### src/rtl/ac_thermostat.sv
// Heat/cool thermostat with hysteresis, min on/off dwell, mode select and sensor-timeout fault.
// One-cycle registered response; no flow control (sample stream, outputs are levels).
module ac_thermostat #(
  parameter int TEMP_W   = 5,
  parameter int HEAT_ON  = 18,
  parameter int HEAT_OFF = 20,
  parameter int COOL_ON  = 22,
  parameter int COOL_OFF = 20,
  parameter int MIN_ON   = 4,
  parameter int MIN_OFF  = 3,
  parameter int TIMEOUT  = 8
) (
  input  logic              clk,
  input  logic              rst_n,
  input  logic [1:0]        mode,
  input  logic [TEMP_W-1:0] temperature,
  input  logic              temp_valid,
  output logic              heating,
  output logic              cooling,
  output logic [1:0]        state,
  output logic              dwell_active,
  output logic              fault
);

  typedef enum logic [1:0] {
    IDLE = 2'b00,
    HEAT = 2'b01,
    COOL = 2'b10
  } state_t;

  localparam logic [1:0] MODE_OFF  = 2'b00;
  localparam logic [1:0] MODE_AUTO = 2'b01;
  localparam logic [1:0] MODE_HEAT = 2'b10;
  localparam logic [1:0] MODE_COOL = 2'b11;

  localparam int DW = (MIN_ON > MIN_OFF) ? MIN_ON : MIN_OFF;
  localparam int TW = (DW > 1) ? $clog2(DW) : 1;
  localparam int CW = $clog2(TIMEOUT + 1);

  localparam logic [TW-1:0]     ON_LOAD    = TW'(MIN_ON - 1);
  localparam logic [TW-1:0]     OFF_LOAD   = TW'(MIN_OFF - 1);
  localparam logic [CW-1:0]     INV_MAX    = CW'(TIMEOUT);
  localparam logic [TEMP_W-1:0] T_HEAT_ON  = TEMP_W'(HEAT_ON);
  localparam logic [TEMP_W-1:0] T_HEAT_OFF = TEMP_W'(HEAT_OFF);
  localparam logic [TEMP_W-1:0] T_COOL_ON  = TEMP_W'(COOL_ON);
  localparam logic [TEMP_W-1:0] T_COOL_OFF = TEMP_W'(COOL_OFF);

  state_t        state_q;
  logic [TW-1:0] timer;
  logic [CW-1:0] inv_cnt;

  logic [CW-1:0] inv_next;
  logic [TW-1:0] timer_dec;
  logic          inv_sat;
  logic          can_move;
  logic          to_heat;
  logic          to_cool;
  logic          heat_exit;
  logic          cool_exit;
  logic          force_idle;

  assign inv_next  = temp_valid ? '0 : ((inv_cnt == INV_MAX) ? inv_cnt : inv_cnt + CW'(1));
  assign inv_sat   = !temp_valid && (inv_next == INV_MAX);
  assign timer_dec = (timer == '0) ? '0 : timer - TW'(1);
  assign can_move  = temp_valid && !fault && (timer == '0);

  assign to_heat   = (temperature <= T_HEAT_ON) && (mode == MODE_AUTO || mode == MODE_HEAT);
  assign to_cool   = (temperature >= T_COOL_ON) && (mode == MODE_AUTO || mode == MODE_COOL);
  assign heat_exit = (temperature >= T_HEAT_OFF) || (mode == MODE_COOL);
  assign cool_exit = (temperature <= T_COOL_OFF) || (mode == MODE_HEAT);

  // OFF and sensor timeout both drop an active output immediately, bypassing the dwell.
  assign force_idle = (state_q != IDLE) && (inv_sat || mode == MODE_OFF);

  always_ff @(posedge clk or negedge rst_n) begin
    if (!rst_n) begin
      state_q <= IDLE;
      timer   <= '0;
      inv_cnt <= '0;
      fault   <= 1'b0;
    end else begin
      inv_cnt <= inv_next;
      if (temp_valid)
        fault <= 1'b0;
      else if (inv_sat)
        fault <= 1'b1;

      if (force_idle) begin
        state_q <= IDLE;
        timer   <= OFF_LOAD;
      end else if (can_move && state_q == IDLE && to_heat) begin
        state_q <= HEAT;
        timer   <= ON_LOAD;
      end else if (can_move && state_q == IDLE && to_cool) begin
        state_q <= COOL;
        timer   <= ON_LOAD;
      end else if (can_move && ((state_q == HEAT && heat_exit) || (state_q == COOL && cool_exit))) begin
        state_q <= IDLE;
        timer   <= OFF_LOAD;
      end else begin
        timer <= timer_dec;
      end
    end
  end

  assign state        = state_q;
  assign heating      = (state_q == HEAT);
  assign cooling      = (state_q == COOL);
  assign dwell_active = (timer != '0);

endmodule

### config.mk
export PLATFORM = sky130hd
export DESIGN_NAME = ac_thermostat
export DESIGN_NICKNAME = d
export VERILOG_FILES = /design/src/rtl/ac_thermostat.sv
export SDC_FILE = /design/constraint.sdc
export NUM_CORES = 1
export LEC_CHECK = 0
export ABC_AREA = 1
export ABC_CLOCK_PERIOD_IN_PS = 1800
export CORE_MARGIN = 2
export CORE_UTILIZATION = 46
export CTS_BUF_LIST = sky130_fd_sc_hd__clkbuf_8 sky130_fd_sc_hd__clkbuf_16
export DETAILED_ROUTE_END_ITERATION = 10
export GPL_TIMING_DRIVEN = 0
export PLACE_DENSITY_LB_ADDON = 0.2
export SLEW_MARGIN = 10
export SYNTH_ARGS = -nofsm -noshare
export SYNTH_HDL_FRONTEND = slang
export SYNTH_SLANG_ARGS = --single-unit
### constraint.sdc
create_clock -name clk -period 1.8 [get_ports clk]
set_input_delay 0.45 -clock clk [delete_from_list [all_inputs] [get_ports clk]]
set_output_delay 0.45 -clock clk [all_outputs]
set_load 0.05 [all_outputs]
Yosys cells after proc, flatten, opt, wreduce, memory -nomap -nowiden
Cells that the tools add are included.
W data, S select, Z words.
{"block": "word_totals", "inputBits": 10, "wordCells": 57, "out_inout_bits": 6, "register_bits": 9}
{"block": "classes", "mux": 13, "magnitude_cmp": 4, "n_eq_ne": 7, "n_reduce_logical": 27, "addsub": 2}
{"op": "$mux W2", "n": 9}
{"op": "$logic_and A1 B1 Y1", "n": 12}
{"op": "$ge A5 B5 Y1 const B", "n": 2}
{"op": "$le A5 B5 Y1 const B", "n": 2}
{"op": "$eq A4 B4 Y1 const B", "n": 2}
{"op": "$mux W4", "n": 2}
{"op": "$eq A2 B2 Y1 const B", "n": 3}
{"op": "$logic_not A2 Y1", "n": 3}
{"op": "$logic_or A1 B1 Y1", "n": 6}
{"op": "$reduce_bool A2 Y1", "n": 3}
{"op": "$add A4 B1 Y4 const B", "n": 1}
{"op": "$eq A2 B1 Y1 const B", "n": 2}
{"op": "$reduce_bool A4 Y1", "n": 1}
{"op": "$logic_not A1 Y1", "n": 2}
{"op": "$mux W1", "n": 2}
{"op": "$sub A2 B1 Y2 const B", "n": 1}

Longest topological paths before layout
Gate-level depths: netlist of run 1.
{"block": "logic_depth", "word_depth": 9, "ltp_mapped": 11, "ltp_nobuf": 11}

Worst setup path after synthesis of run 1
No wires, ideal clock.
{"block": "synth_timing", "path_kind": "register to register", "start": "reg state_q[0], in the netlist state[0]", "end": "reg state_q[1], in the netlist state[1]", "required_ns": 1.687, "arrival_ns": 1.970, "synth_period_minus_slack_ns": 2.083, "stages_incl_launch_ff": 10, "slack_ns": -0.283, "setup_time_ns": 0.113, "path_cell_list": "dfrtp_1 > inv_1 > nor2_1 > o21ai_0 > nand2_1 > nand2_1 > nand3_1 > nand2_1 > nand2_1 > inv_1"}
{"block": "synth_via", "elab_cells_between_ends": 16}
{"item": "start: declaration", "line": "48", "rtl": "state_t state_q;"}
{"item": "start signal: assignment", "line": "77", "rtl": "state_q <= IDLE;"}
{"item": "start signal: assignment", "line": "89", "rtl": "state_q <= IDLE;"}
{"item": "start signal: assignment", "line": "92", "rtl": "state_q <= HEAT;"}
{"item": "$eq A2 B1 Y1"}
{"item": "via heating", "line": "18", "rtl": "output logic heating,"}
{"item": "$logic_and A1 B1 Y1", "line": "97", "rtl": "end else if (can_move && ((state_q == HEAT && heat_exit) || (state_q == COOL && cool_exit))) begin"}
{"item": "$logic_or A1 B1 Y1", "line": "97"}
{"item": "$logic_and A1 B1 Y1", "line": "97"}
{"item": "$reduce_bool A4 Y1 (no source line)"}
The timed path passes the listed nets, and every way through them passes these cells.
A chain may end at the register's enable or synchronous reset.

Worst setup path in the final report of run 1
{"block": "layout_timing", "start": "reg state_q[1], in the netlist state[1]", "end": "out state[1]"}
{"item": "end: declaration", "line": "20", "rtl": "output logic [1:0] state,"}
No word-level cell between the ends.

==> results of run 1 <==
## state kept, by name, summed over array words and instances, names as in the netlist
signal,flops
fault,1
inv_cnt,4
state,2
timer,2
## cell families after synthesis
logic type      count (synthesis)  synth area share
simple gates                   49            0.3431
buf+inv                        22            0.1287
flops                           9            0.3509
compound gates                  7           0.06042
fa+ha+maj                       6            0.1170
## where the power goes
part	internal [mW]	switching (mW)
sequential	0.246	0.0468
clock	0.149	0.0799
combinational	0.149	0.340
total	0.544	0.466
## worst min-delay path by stage
stage	cells after the start	slack [ns]	startpoint	to
floorplan	0	0.15	rst_n	fault
global placement	2	0.52	timer[0]	timer[1]
detailed placement	2	0.51	timer[1]	timer[1]
CTS	2	0.52	timer[1]	timer[1]
global route	2	0.54	timer[1]	timer[1]
finish	2	0.51	timer[1]	timer[1]
## metrics by stage
stage | setup WS [ns] | instances | hold slack [ns] | setup TNS [ns] | total power, mW
5_1_grt | 0.03264 | 127 | 0.5405 | 0 | 1.082
2_1_floorplan | 0.003161 | 93 | 0.1544 | 0 | 0.6423
3_3_place_gp | -0.2639 | 123 | 0.5152 | -0.9680 | 0.7934
4_1_cts | 0.001632 | 127 | 0.5208 | 0 | 1.018
3_5_place_dp | -0.3198 | 123 | 0.5100 | -1.197 | 0.8010
6_report | 0.1020 | 127 | 0.5143 | 0 | 1.010
## metal layers
metal	routed length [µm]	vias up	GRT usage
li1	-	321	-
met1	565	267	0.2092
met2	662	11	0.3672
met3	49	0	0.05319
met4	0	0	0.09677
met5	0	-	0
## cell usage in the layout (no fill, tap or decap), drive strengths merged
cell	netlist	final
nor3	1	1
nand2	23	23
inv	22	23
nor2	11	11
dfrtp	9	9
dlygate4sd2	0	4
clkbuf	0	3
or2	1	1
clkdlybuf4s50	0	7
dlymetal6s2s	0	2
nand4	1	1
a21oi	4	4
o21ai	3	3
nand3	12	12
ha	6	6
clkdlybuf4s15	0	2
## layout make-up
type / count / area (µm²)
clock inverters: 1 / 3.754
inverters: 22 / 82.58
well taps: 15 / 18.77
fillers: 126 / 421.7
multi-input cells: 62 / 355.3
clock buffers: 3 / 41.29
flip-flops and latches: 9 / 225.2
repair buffers: 15 / 152.6
## timing repair
item / in CTS / in global routing
gates resized for setup: 13 / 2
endpoints found under the setup margin: 9 / 4
cloned: 0 / 0
hold buffers: 0 / 0
pin swaps: 0 / 2
setup buffers: 0 / 0
==> flow_metrics.tcl, run 1 <==
set metrics [dict create \
    antenna_found_initial 0 \
    start_util 0.4933 \
    avgSynthCellArea_um2 6.902 \
    viasPerCell 4.717 \
    worst-path-stages 1 \
    post-route-min-period_ns 1.698 \
    ys_ff_latch 9 \
    dieArea_um2 1710 \
    fp.dieW_um 41.36 \
    critPathTopFamily "buffers and inverters" \
    ys_seq_area_frac 0.3509 \
    portBuffers 15 \
    r2r_cells 11 \
    slew_headroom 0.6704 \
    cp-startpoint "state[1]" \
    synth_top_area_frac 0.3509 \
    diodes 0 \
    synth-edff-count 0 \
    ant_nets 0 \
    placed_area_um2 820.8 \
    grt_usage 0.2004 \
    cts_max_level 1 \
    dpl.hpwl_um 1017 \
    power_leakage_nw 0.5000 \
    finalHoldViolations 0 \
    io_pins 16 \
    dr_total_vias 599 \
    crit_slowest_cell "dlygate4sd2_1" \
    report.final.slew_viol_count 0 \
    grt_pass1_vias 574 \
    reg2reg_slack_ns 0.30 \
    worst-path-buf-inv 1 \
    final_nets 129 \
    slowest_delay_ns 0.57 \
    drt_pre_antenna_iters 4 \
    outcome "completed" \
    max-clock-path-buffers 2 \
    insertion_delay_ns 0.23 \
    path_class "flip-flop to output pin" \
    tightest_slew_ns 0.4964 \
    core_area_um2 1301 \
    crit_chain "dlygate4sd2_1" \
    hp-class "flip-flop to flip-flop" \
    endpoint "state[1]" \
    yosys_warnings 0 \
    final_cell_area_um2 879.6 \
    die_y_um 41.36 \
    root_buffer "clkbuf_8" \
    synth-main-ff-cell "dfrtp_1" \
    r2r-start "inv_cnt[0]" \
    grt_start_max_net_pins 10 \
    gp_congestion 0.7572 \
    powerDensity_nw_per_um2 1148 \
    drt-initial-drc-count 3 \
    end_kind "output pin" \
    syn_area_um2 641.9 \
    r2r-end "state[0]" \
    synth.distinct_cells 16 \
    irDropWorstVdd_uv 671.4 \
    synthTopCellsByArea "dfrtp_1 35%, inv_1 12%, nand2_1 12%" \
    finClkSkew_ns 0.004165 \
    async_reset_ff_frac 1.000 \
    syn_nets 109 \
    drc 0 \
    final_util 0.6760 \
    wl_per_cell_um 10.06 \
    critPathRequiredTime_ns 1.35 \
    worstPathArrival_ns 1.25 \
    synthCells 93 \
    max_freq_mhz 588.9 \
    setup_violations 0 \
    cts_buffers 3 \
    path_clk_slew_ns 0.05 \
    cts_sinks 9 \
    cp_max_fo 5 \
    overflow 0 \
    syn_to_final_growth_pct 37.04 \
    synth_common_cells "21 x inv_1, 21 x nand2_1, 11 x nand3_1, 9 x dfrtp_1, 9 x nor2_1" \
    yosysTopAreaCell "dfrtp_1" \
    cts_tree "yes" \
    layout-drive-gt1-share 0.1607 \
    grt_pass1_wl_um 2166 \
    start_kind "flip-flop" \
    max-cap-violations 0 \
    rsz0062_at_grt "no" \
    finalCritPeriodShare 0.9434 \
    totalWireLength_um 1277 \
    rows 13 \
]
Note: power is estimated with default switching activity, not from simulation.
==> run 2: changes to the inputs <==
- MAX_ROUTING_LAYER: unset -> met4
==> run 2 against run 1 <==
- die area stayed put
- wire length unchanged
- combinational power about the same
- utilization did not move
- clock-buffer cell count unchanged
- register-to-register slack about the same
- critical path type unchanged
==> flow_metrics.tcl, run 2 (synthesis results as in run 1) <==
set metrics [dict create \
    outcome "completed" \
    power_leakage_nw 0.5000 \
    totalWireLength_um 1277 \
    viasPerCell 4.717 \
    crit_chain "dlygate4sd2_1" \
    finalHoldViolations 0 \
    min_to "timer[1]" \
    drt-initial-drc-count 3 \
    grt_pass1_vias 574 \
    report.final.slew_viol_count 0 \
    grt_start_max_net_pins 10 \
    core_area_um2 1301 \
    critPathTopFamily "buffers and inverters" \
    dpl_worst_slack_ns -0.3198 \
    placed_area_um2 820.8 \
    total_power_mw 1.010 \
    fin_ws_ns 0.1019 \
    cp_max_fo 5 \
    layout_common_cells "22 x inv_1, 20 x nand2_1, 10 x nand3_1, 9 x dfrtp_1" \
    worstPathArrival_ns 1.25 \
    fin_hold_ws_ns 0.5143 \
    io_pins 16 \
    final_util 0.6760 \
    n_fill_cell 126 \
    worst-path-buf-inv 1 \
    layout-drive-gt1-share 0.1607 \
    final_cell_area_um2 879.6 \
    cts_hold_buf 0 \
    reg2reg_slack_ns 0.30 \
    dr_total_vias 599 \
    syn_to_final_growth_pct 37.04 \
    start_kind "flip-flop" \
    powerDensity_nw_per_um2 1148 \
    max-clock-path-buffers 2 \
    path_class "flip-flop to output pin" \
    fp.dieW_um 41.36 \
    root_buffer "clkbuf_8" \
    post-route-min-period_ns 1.698 \
    final_common_cell "inv_1" \
    slew_headroom 0.6704 \
    ant_nets 0 \
    layout.area.seq_um2 225.2 \
    hp-class "flip-flop to flip-flop" \
    cts_buffers 3 \
    start_util 0.4933 \
    insertion_delay_ns 0.23 \
    max_freq_mhz 588.9 \
    dpl.hpwl_um 1017 \
    overflow 0 \
    setup-tns-final_ns 0 \
    gp_congestion 0.7670 \
    r2r-start "inv_cnt[0]" \
    slowest_delay_ns 0.57 \
    cts_max_level 1 \
    final_nets 129 \
    critPathRequiredTime_ns 1.35 \
    drc 0 \
    dieArea_um2 1710 \
    tightest_slew_ns 0.4964 \
    wl_per_cell_um 10.06 \
    cts_sinks 9 \
    worst-path-stages 1 \
    diodes 0 \
    die_y_um 41.36 \
    multiInputGateArea_um2 355.3 \
    drt_pre_antenna_iters 4 \
    cts_tree "yes" \
    antenna_found_initial 0 \
    irDropWorstVdd_uv 670.9 \
    finClkSkew_ns 0.004147 \
    portBuffers 15 \
    stdcell_count 127 \
    r2r_cells 11 \
    worstHoldPathCells 2 \
    largest_reg_flops 4 \
    finalCritPeriodShare 0.9434 \
    path_clk_slew_ns 0.05 \
    grt_usage 0.2059 \
    max-cap-violations 0 \
    place_inst 123 \
    end_kind "output pin" \
    rows 13 \
    grt_pass1_wl_um 2166 \
    post_cts_buffers 0 \
    crit_slowest_cell "dlygate4sd2_1" \
    r2r-end "state[0]" \
    setup_violations 0 \
    regMostFlops "inv_cnt" \
    hold_path_startpoint "timer[1]" \
    rsz0062_at_grt "no" \
]
[run 2: cell counts in the layout (fill, tap and decap cells not counted)]
Identical to the previous run, type by type.
[run 2: final cells by class]
type	count	area share
clock buffer	3	0.04694
clock inverter	1	0.004267
sequential	9	0.2560
tap	15	0.02134
multi-input combinational	62	0.4040
inverter	22	0.09388
timing repair buffer	15	0.1735
[run 2: metal layers]
metal	global-route usage	up-vias	part of all wire
li1	-	321	-
met1	0.2124	267	0.45
met2	0.3672	11	0.52
met3	0.04787	0	0.031
met4	0.09677	0	0
met5	-	-	0
[run 2: worst max-delay path by stage]
stage / startpoint / to / slack [ns]
2_1_floorplan: state[1] / state[1] / 0.003
3_3_place_gp: mode[1] / timer[1] / -0.26
3_5_place_dp: mode[1] / state[0] / -0.32
4_1_cts: mode[0] / state[1] / 0.002
5_1_grt: temp_valid / state[1] / 0.03
6_report: state[1] / state[1] / 0.10
[run 2: what timing repair did]
item	CTS	global route
setup endpoints to repair	9	4
pin swaps	0	2
gates resized for setup	13	2
[run 2: where the power goes]
part	internal [mW]	switching, mW	leakage (nW)
sequential	0.246	0.0468	0.120
clock	0.149	0.0799	0.0269
combinational	0.149	0.340	0.353
